File: config.mk
export PLATFORM = sky130hd
export DESIGN_NAME = conv3x3_stream_unit
export DESIGN_NICKNAME = d
export VERILOG_FILES = /design/src/rtl/conv3x3_stream_unit.sv
export SDC_FILE = /design/constraint.sdc
export NUM_CORES = 2
export LEC_CHECK = 0
export CAP_MARGIN = 20
export CORE_ASPECT_RATIO = 0.6
export CORE_MARGIN = 2
export CORE_UTILIZATION = 58
export CTS_CLUSTER_DIAMETER = 150
export DETAILED_ROUTE_END_ITERATION = 10
export HOLD_SLACK_MARGIN = 0.08
export PLACE_DENSITY = 0.77
export SLEW_MARGIN = 20
export SYNTH_ARGS = -nofsm -noshare
export SYNTH_HDL_FRONTEND = slang
export SYNTH_SLANG_ARGS = --single-unit
File: constraint.sdc
create_clock -name clk_i -period 17.7 [get_ports clk_i]
set_input_delay 1.77 -clock clk_i [delete_from_list [all_inputs] [get_ports clk_i]]
set_output_delay 1.77 -clock clk_i [all_outputs]
set_load 0.01 [all_outputs]
File: src/rtl/conv3x3_stream_unit.sv
// Streaming 3x3 convolution: two line buffers plus a sliding window, four run-time kernels,
// zero-padded borders, valid/ready on both sides and a frame-done flag.
module conv3x3_stream_unit #(
  parameter int PIXEL_BIT  = 8,
  parameter int IMG_WIDTH  = 32,
  parameter int IMG_HEIGHT = 32,
  parameter int ROW_BIT    = $clog2(IMG_HEIGHT),
  parameter int COL_BIT    = $clog2(IMG_WIDTH)
) (
  input  logic                 clk_i,
  input  logic                 rst_i,
  input  logic                 baslat_i,
  input  logic [1:0]           mod_i,
  input  logic [PIXEL_BIT-1:0] veri_i,
  input  logic                 gecerli_i,
  output logic                 hazir_o,
  output logic [PIXEL_BIT-1:0] res_veri_o,
  output logic [ROW_BIT-1:0]   res_row_o,
  output logic [COL_BIT-1:0]   res_col_o,
  output logic                 res_gecerli_o,
  input  logic                 res_hazir_i,
  output logic                 res_bitti_o,
  output logic                 mesgul_o
);

  localparam int FR_BIT  = $clog2(IMG_HEIGHT + 1);
  localparam int FC_BIT  = $clog2(IMG_WIDTH + 1);
  localparam int ACC_BIT = PIXEL_BIT + 5;
  localparam logic [FR_BIT-1:0]  LAST_FR  = FR_BIT'(IMG_HEIGHT);
  localparam logic [FC_BIT-1:0]  LAST_FC  = FC_BIT'(IMG_WIDTH);
  localparam logic [ROW_BIT-1:0] LAST_ROW = ROW_BIT'(IMG_HEIGHT - 1);
  localparam logic [COL_BIT-1:0] LAST_COL = COL_BIT'(IMG_WIDTH - 1);
  localparam logic signed [ACC_BIT-1:0] PIX_MAX = ACC_BIT'((1 << PIXEL_BIT) - 1);

  typedef enum logic [1:0] {ST_IDLE, ST_RUN, ST_DONE} state_t;

  state_t                 state_reg;
  logic [1:0]             mode_reg;
  logic [FR_BIT-1:0]      fr_reg;
  logic [FC_BIT-1:0]      fc_reg;
  logic                   feed_done_reg;
  logic [PIXEL_BIT-1:0]   lb0_reg [IMG_WIDTH+1];
  logic [PIXEL_BIT-1:0]   lb1_reg [IMG_WIDTH+1];
  logic [PIXEL_BIT-1:0]   win_reg [3][2];
  logic [PIXEL_BIT-1:0]   res_veri_reg;
  logic [ROW_BIT-1:0]     res_row_reg;
  logic [COL_BIT-1:0]     res_col_reg;
  logic                   res_gecerli_reg;
  logic                   res_bitti_reg;
  logic                   mesgul_reg;

  logic                   real_pos, produces, adv_ok, step, top_pad, left_pad;
  logic [PIXEL_BIT-1:0]   pix_in;
  logic [PIXEL_BIT-1:0]   col_new [3];
  logic signed [ACC_BIT-1:0] prod [9];
  logic signed [ACC_BIT-1:0] sum, abs_sum;
  logic [PIXEL_BIT-1:0]   result;

  function automatic logic signed [ACC_BIT-1:0] coef(input logic [1:0] mode, input int r, input int c);
    int k;
    k = 0;
    case (mode)
      2'd0:    k = (r == 1 && c == 1) ? 1 : 0;
      2'd1:    k = (c - 1) * ((r == 1) ? 2 : 1);
      2'd2:    k = (r - 1) * ((c == 1) ? 2 : 1);
      default: k = ((r == 1) ? 2 : 1) * ((c == 1) ? 2 : 1);
    endcase
    return ACC_BIT'(k);
  endfunction

  assign real_pos = (fr_reg < LAST_FR) && (fc_reg < LAST_FC);
  assign produces = (fr_reg != '0) && (fc_reg != '0);
  assign adv_ok   = (state_reg == ST_RUN) && !feed_done_reg &&
                    (!res_gecerli_reg || res_hazir_i || !produces);
  assign hazir_o  = adv_ok && real_pos;
  assign step     = adv_ok && (!real_pos || gecerli_i);
  assign pix_in   = real_pos ? veri_i : '0;

  // Right and bottom borders arrive as injected zeros; top and left must be masked explicitly.
  assign top_pad  = (fr_reg <= FR_BIT'(1));
  assign left_pad = (fc_reg == FC_BIT'(1));
  assign col_new[0] = lb1_reg[fc_reg];
  assign col_new[1] = lb0_reg[fc_reg];
  assign col_new[2] = pix_in;

  genvar gi;
  generate
    for (gi = 0; gi < 9; gi++) begin : g_tap
      localparam int R = gi / 3;
      localparam int C = gi % 3;
      logic [PIXEL_BIT-1:0] raw;
      logic                 tap_zero;
      if (C == 2) begin : g_new
        assign raw = col_new[R];
      end else begin : g_win
        assign raw = win_reg[R][C];
      end
      assign tap_zero = ((R == 0) && top_pad) || ((C == 0) && left_pad);
      assign prod[gi] = tap_zero ? '0 :
                        $signed({{(ACC_BIT-PIXEL_BIT){1'b0}}, raw}) * coef(mode_reg, R, C);
    end
  endgenerate

  always_comb begin
    sum = '0;
    for (int i = 0; i < 9; i++) sum = sum + prod[i];
  end

  assign abs_sum = sum[ACC_BIT-1] ? -sum : sum;

  always_comb begin
    case (mode_reg)
      2'd0:        result = sum[PIXEL_BIT-1:0];
      2'd1, 2'd2:  result = (abs_sum > PIX_MAX) ? {PIXEL_BIT{1'b1}} : abs_sum[PIXEL_BIT-1:0];
      default:     result = sum[PIXEL_BIT+3:4];
    endcase
  end

  always_ff @(posedge clk_i or posedge rst_i) begin
    if (rst_i) begin
      state_reg       <= ST_IDLE;
      mode_reg        <= '0;
      fr_reg          <= '0;
      fc_reg          <= '0;
      feed_done_reg   <= 1'b0;
      for (int i = 0; i <= IMG_WIDTH; i++) begin
        lb0_reg[i] <= '0;
        lb1_reg[i] <= '0;
      end
      for (int r = 0; r < 3; r++) begin
        win_reg[r][0] <= '0;
        win_reg[r][1] <= '0;
      end
      res_veri_reg    <= '0;
      res_row_reg     <= '0;
      res_col_reg     <= '0;
      res_gecerli_reg <= 1'b0;
      res_bitti_reg   <= 1'b0;
      mesgul_reg      <= 1'b0;
    end else if (state_reg != ST_RUN) begin
      if (baslat_i) begin
        state_reg     <= ST_RUN;
        mode_reg      <= mod_i;
        fr_reg        <= '0;
        fc_reg        <= '0;
        feed_done_reg <= 1'b0;
        res_bitti_reg <= 1'b0;
        mesgul_reg    <= 1'b1;
      end
    end else begin
      if (step) begin
        lb0_reg[fc_reg] <= pix_in;
        lb1_reg[fc_reg] <= lb0_reg[fc_reg];
        for (int r = 0; r < 3; r++) begin
          win_reg[r][0] <= win_reg[r][1];
          win_reg[r][1] <= col_new[r];
        end
        if (fc_reg == LAST_FC) begin
          fc_reg <= '0;
          if (fr_reg == LAST_FR) feed_done_reg <= 1'b1;
          else                   fr_reg <= fr_reg + 1'b1;
        end else begin
          fc_reg <= fc_reg + 1'b1;
        end
      end
      // Output pixel (fr-1, fc-1) is complete once its bottom-right neighbour is fed.
      if (step && produces) begin
        res_gecerli_reg <= 1'b1;
        res_veri_reg    <= result;
        res_row_reg     <= ROW_BIT'(fr_reg - 1'b1);
        res_col_reg     <= COL_BIT'(fc_reg - 1'b1);
      end else if (res_hazir_i) begin
        res_gecerli_reg <= 1'b0;
      end
      if (res_gecerli_reg && res_hazir_i && res_row_reg == LAST_ROW && res_col_reg == LAST_COL) begin
        state_reg     <= ST_DONE;
        res_bitti_reg <= 1'b1;
        mesgul_reg    <= 1'b0;
      end
    end
  end

  assign res_veri_o    = res_veri_reg;
  assign res_row_o     = res_row_reg;
  assign res_col_o     = res_col_reg;
  assign res_gecerli_o = res_gecerli_reg;
  assign res_bitti_o   = res_bitti_reg;
  assign mesgul_o      = mesgul_reg;

endmodule
---- After elaboration in Yosys (flattened, before gate mapping) ----
Index checks and enable logic that the tools add are counted.
cells by class
  $add $sub $neg .......................... 13
  multipliers ............................. 9
  magnitude comparators ................... 6
  eq/ne operators ......................... 11
  mux-type cells .......................... 51
  bitwise gates (word level) .............. 2
  reductions and logical operators ........ 38
operators by type and width
  cell                                                  number
  bitwise mux 264 bit                                   2
  case mux 13 bit (2 select lines)                      5
  multiplier 8 x 13 -> 13 bit                           9
  adder 13 bit                                          8
  binary-select mux 8 bit (select 6 bit)                2
  2-to-1 mux 13 bit                                     6
  2-to-1 mux 8 bit                                      7
  demux 8 bit (select 6 bit)                            1
  2-to-1 mux 6 bit                                      8
  case mux 8 bit (2 select lines)                       1
  > comparator 13 x 9 -> 1 bit (second input constant)  1
  2-to-1 mux 1 bit                                      13
  negation 13 bit                                       1
  adder 6 x 1 -> 6 bit (second input constant)          2
  == test 6 bit (second input constant)                 2
  < comparator 6 bit (second input constant)            2
  AND reduction 2 bit                                   6
  nonzero test 6 bit                                    2
  logical AND 1 bit                                     11
  == test 5 bit (second input constant)                 2
  2-to-1 mux 2 bit                                      5
  nonzero test 2 bit                                    5
  subtractor 5 x 1 -> 5 bit (second input constant)     2
  AND reduction 4 bit                                   2
  15 further kinds                                      25
storage, ports and cells
  register bits after elaboration ......... 614
  input bits .............................. 15
  output and inout bits ................... 22
  logic and storage cells ................. 213

---- Depth between registers and ports, before layout ----
  word-level depth ........................ 18
  mapped depth ............................ 52
  depth with buffers taken out ............ 46

---- Worst setup path before layout ----
Ideal clock, no wire load.
  kind .................................... flip-flop to flip-flop
  start point ............................. reg fc_reg[0]
  end point ............................... reg res_veri_reg[1] (netlist: res_veri_o[1])
  arrival ................................. 10625 ps
  required time ........................... 17623 ps
  path slack .............................. 6998 ps
  cell stages (with the launch flop) ...... 47
  buffers on the path ..................... 7
  clock period less this slack ............ 10702 ps
  path through ............................ dfrtp_1 -> inv_2 -> and3_1 -> clkbuf_1 -> clkbuf_1 -> clkbuf_1 -> clkbuf_1 -> clkbuf_1 -> a22oi_1 -> nand4_1 -> a32oi_1 -> o21ai_0 -> nand2_1 -> inv_1 -> fa_1 -> fa_1 -> clkbuf_1 -> inv_1 -> [11 not listed] -> inv_1 -> fa_1 -> fa_1 -> fa_1 -> fa_1 -> inv_1 -> ha_1 -> or3_1 -> o21bai_1 -> a31oi_1 -> o21ai_0 -> xnor2_1 -> xnor2_1 -> xnor3_1 -> mux2_1 -> and2_0 -> clkbuf_1 -> a21oi_1
on the way
  longest elaborated chain between the ends .. 18
  elaborated cells between the ends (all ways) .. 42
RTL lines
  item                                                 RTL line  RTL
  from (decl)                                          40        logic [FC_BIT-1:0] fc_reg;
  from (signal assigned)                               163       fc_reg <= fc_reg + 1'b1;
  NOT 6 -> 7 bit (not written as such)                 82, 83
  binary-select mux 8 bit (select 6 bit)               82        assign col_new[0] = lb1_reg[fc_reg];
  2-to-1 mux 8 bit (not written as such) (2 in a row)  82
  multiplier 8 x 13 -> 13 bit                          100       $signed({{(ACC_BIT-PIXEL_BIT){1'b0}}, raw}) * coef(mode_reg, R, C);
  2-to-1 mux 13 bit                                    99        assign prod[gi] = tap_zero ? '0 :
  adder 13 bit (7 in a row)                            106       for (int i = 0; i < 9; i++) sum = sum + prod[i];
  negation 13 bit                                      109       assign abs_sum = sum[ACC_BIT-1] ? -sum : sum;
  2-to-1 mux 13 bit                                    109
  > comparator 13 x 9 -> 1 bit                         114       2'd1, 2'd2: result = (abs_sum > PIX_MAX) ? {PIXEL_BIT{1'b1}} : abs_sum[PIXEL_BIT-1:0];
  2-to-1 mux 8 bit                                     114
  case mux 8 bit (2 select lines)                      112       case (mode_reg)
  to (signal assigned)                                 169       res_veri_reg <= result;
  to (decl)                                            45        logic [PIXEL_BIT-1:0] res_veri_reg;
Parallel ways exist; a longest one is shown, timed or not. The select of a mux whose other input is x is not followed.
A chain may end at the register's enable or synchronous reset.

---- Worst setup path in the final report ----
  start point ............................. reg fc_reg[1]
  end point ............................... reg res_veri_reg[1] (netlist: res_veri_o[1])
Same word-level chain as after synthesis.

==> run summary <==
max-slew violations - 0
Post-Syn Area per Cell - 9.45 sq um
Setup CP Type - reg2reg
Worst Path Max Fanout - 45
initial DRC count - 2880
root buffer cell - clkbuf_16
GR Layer Usage met3 - 0.118
final setup margin - 5.42 ns
slew margin rel. - 0.275
Remaining Overflow, GRT - 0
Layout area overhead - 8.37%
number of antenna diodes - 0
max incr delay on CP - 0.62 ns
Arr. time, crit path - 12.80 ns
Die ar. - 62000 sq um
Syn Std Cell Area - 34700 sq um
Max Cap Viol - 0
DRC viols - 0
register clock-pin slew on the reported worst setup and hold paths - 0.06 ns
1st-pass router iterations - 6
busiest metal layer after global routing - met1
layout cells sized above 1 - 0.0551
vias - 26800
total core area - 59200 sq um
min cycle time layout - 12.28 ns
number of global-route vias before repair - 26200
Avg WL per Cell - 21.7 um
Clock Latency Late Sink - 0.62 ns
nets - 3936
Worst setup SP type - register
# hold bufs at CTS - 0
Period Utilization, post-route - 0.694
share of flip-flops with an asynchronous set or reset - 1.00
placer's final routability congestion estimate - 0.945
CTS max path bufs - 3
drt total wl - 95400 um
Avg Vias per Cell - 6.10
dpl hpwl - 64000 um
post-CTS setup repair buffer count - 0
Max Clock Freq - 0.0814 GHz
Worst Path Required - 18.22 ns
setup_tns - 0 ns
chip width - 320 um
post-route ant nets - 0
Die Ht - 194 um
FF+latch area - 15300 sq um
I/O Buffers - 36
CTS H-tree depth - 2
commonest cells after routing, fill and taps aside - 727 x nand2_1, 611 x dfrtp_1, 521 x o21ai_0, 284 x inv_1, 216 x a22oi_1
CTS Buf Count - 55
# fillers - 4755
num rows - 69
number of flops mapped to enable cells by yosys - 0
routing usage on met1 - 0.489
clk sinks - 612
clk_skew - 0.0386 ns
HP Class - reg2reg
cts repair resizes - 0
outcome - finished, final reports clean
cell mode on critical path - fa_1
Place WS - 5.54 ns
unrepaired setup endpoints after global routing - false
met2 usage - 0.417
number of antenna violations at the first check in global routing - 1
CP Capture Type - register
Netlist cell types - 66
CTS tree - done
largest net degree at the start of global routing - 172
Yosys warnings - 0
commonest non-fill, non-tap cell in the layout - nand2_1
Multi-input gate area - 17500 sq um
Final Hold Viols - 0
Syn Inst Count - 3678
register bit total from synthesis - 612
setup violators final - 0
worst slew pin tran - 1.08 ns
Initial Utilization - 0.587
GRT Util Overall - 0.314
Seq/Total Area, Yosys - 0.441
Main synth FF type - dfrtp_1
Crit-path slowest cell - buf_4
first-pass GRT wire length - 152000 um
Synth Net Count - 4045
Ports - 37
[per-stage QoR]
step / area [sq um] / hold WS, ns / cells / utilization
2_1_floorplan: 34800 / 0.450 / 3678 / -
3_3_place_gp: 35700 / 0.462 / 4290 / 0.603
3_5_place_dp: 35700 / 0.470 / 4292 / 0.603
4_1_cts: 37600 / 0.485 / 4393 / 0.635
5_1_grt: 37700 / 0.503 / 4394 / 0.636
6_report: 37700 / 0.480 / 4394 / 0.636
[Yosys cell counts, drive strengths merged, types with 9 or more instances]
cell,count,share of area
nand2,742,0.081
dfrtp,612,0.44
o21ai,584,0.084
inv,287,0.031
a22oi,216,0.047
clkbuf,201,0.022
fa,192,0.11
ha,160,0.058
nor2,84,0.0091
and2,78,0.014
nand4,65,0.012
a21oi,60,0.0086
buf,59,0.0083
xnor2,51,0.013
a221oi,37,0.0095
nor3,26,0.0040
nor2b,25,0.0045
a22o,23,0.0058
a21o,22,0.0048
xor2,19,0.0048
nand2b,16,0.0029
nand3,16,0.0023
o211ai,14,0.0030
and3,10,0.0018
or3,9,0.0018
[routing by layer]
layer / vias up / share of wire
met1: 13200 / 0.46
met2: 1366 / 0.39
met3: 120 / 0.14
li1: 12200 / -
met4: 2 / 0.015
met5: - / 0.00019
[critical path, delay by kind of cell, from the launching register on]
kind	cells	cell delay, ns
fa+ha+maj	11	4.98
compound gates	9	1.90
simple gates	8	1.68
buf+inv	7	1.39
xor+xnor	5	1.25
flops	1	0.51
mux	1	0.42
[logic make-up (layout without fill, tap and decap cells)]
group           after synthesis  after routing  share of synthesized area
fa+ha+maj                   352            352                      0.168
mux                           2              2                   0.000612
simple gates               1091           1091                      0.138
flops                       612            612                      0.441
buf+inv                     547            482                     0.0610
xor+xnor                     71             71                     0.0183
compound gates             1003           1003                      0.173
[final cells by class]
cell class / instances / area share
clock buffers: 78 / 0.0431
inverters: 287 / 0.0287
multi-input cells: 2519 / 0.465
well taps: 781 / 0.0259
clock inverters: 23 / 0.00751
flip-flops and latches: 612 / 0.407
repair buffers: 94 / 0.0227
[worst paths after layout]
path | cells past startpoint | from | slack [ns] | end
max in group asynchronous | 5 | rst_i | 13.44 | lb1_reg[240]
min in group asynchronous | 3 | rst_i | 1.84 | lb0_reg[24]
min reg2reg | 2 | lb0_reg[121] | 0.48 | lb0_reg[121]
max | 41 | fc_reg[1] | 5.42 | res_veri_o[1]
max reg2reg | 41 | fc_reg[1] | 5.42 | res_veri_o[1]
min | 2 | lb0_reg[121] | 0.48 | lb0_reg[121]
Power is not shown: default switching activity piles up to over one toggle a cycle in this logic, so the estimate is an artifact.
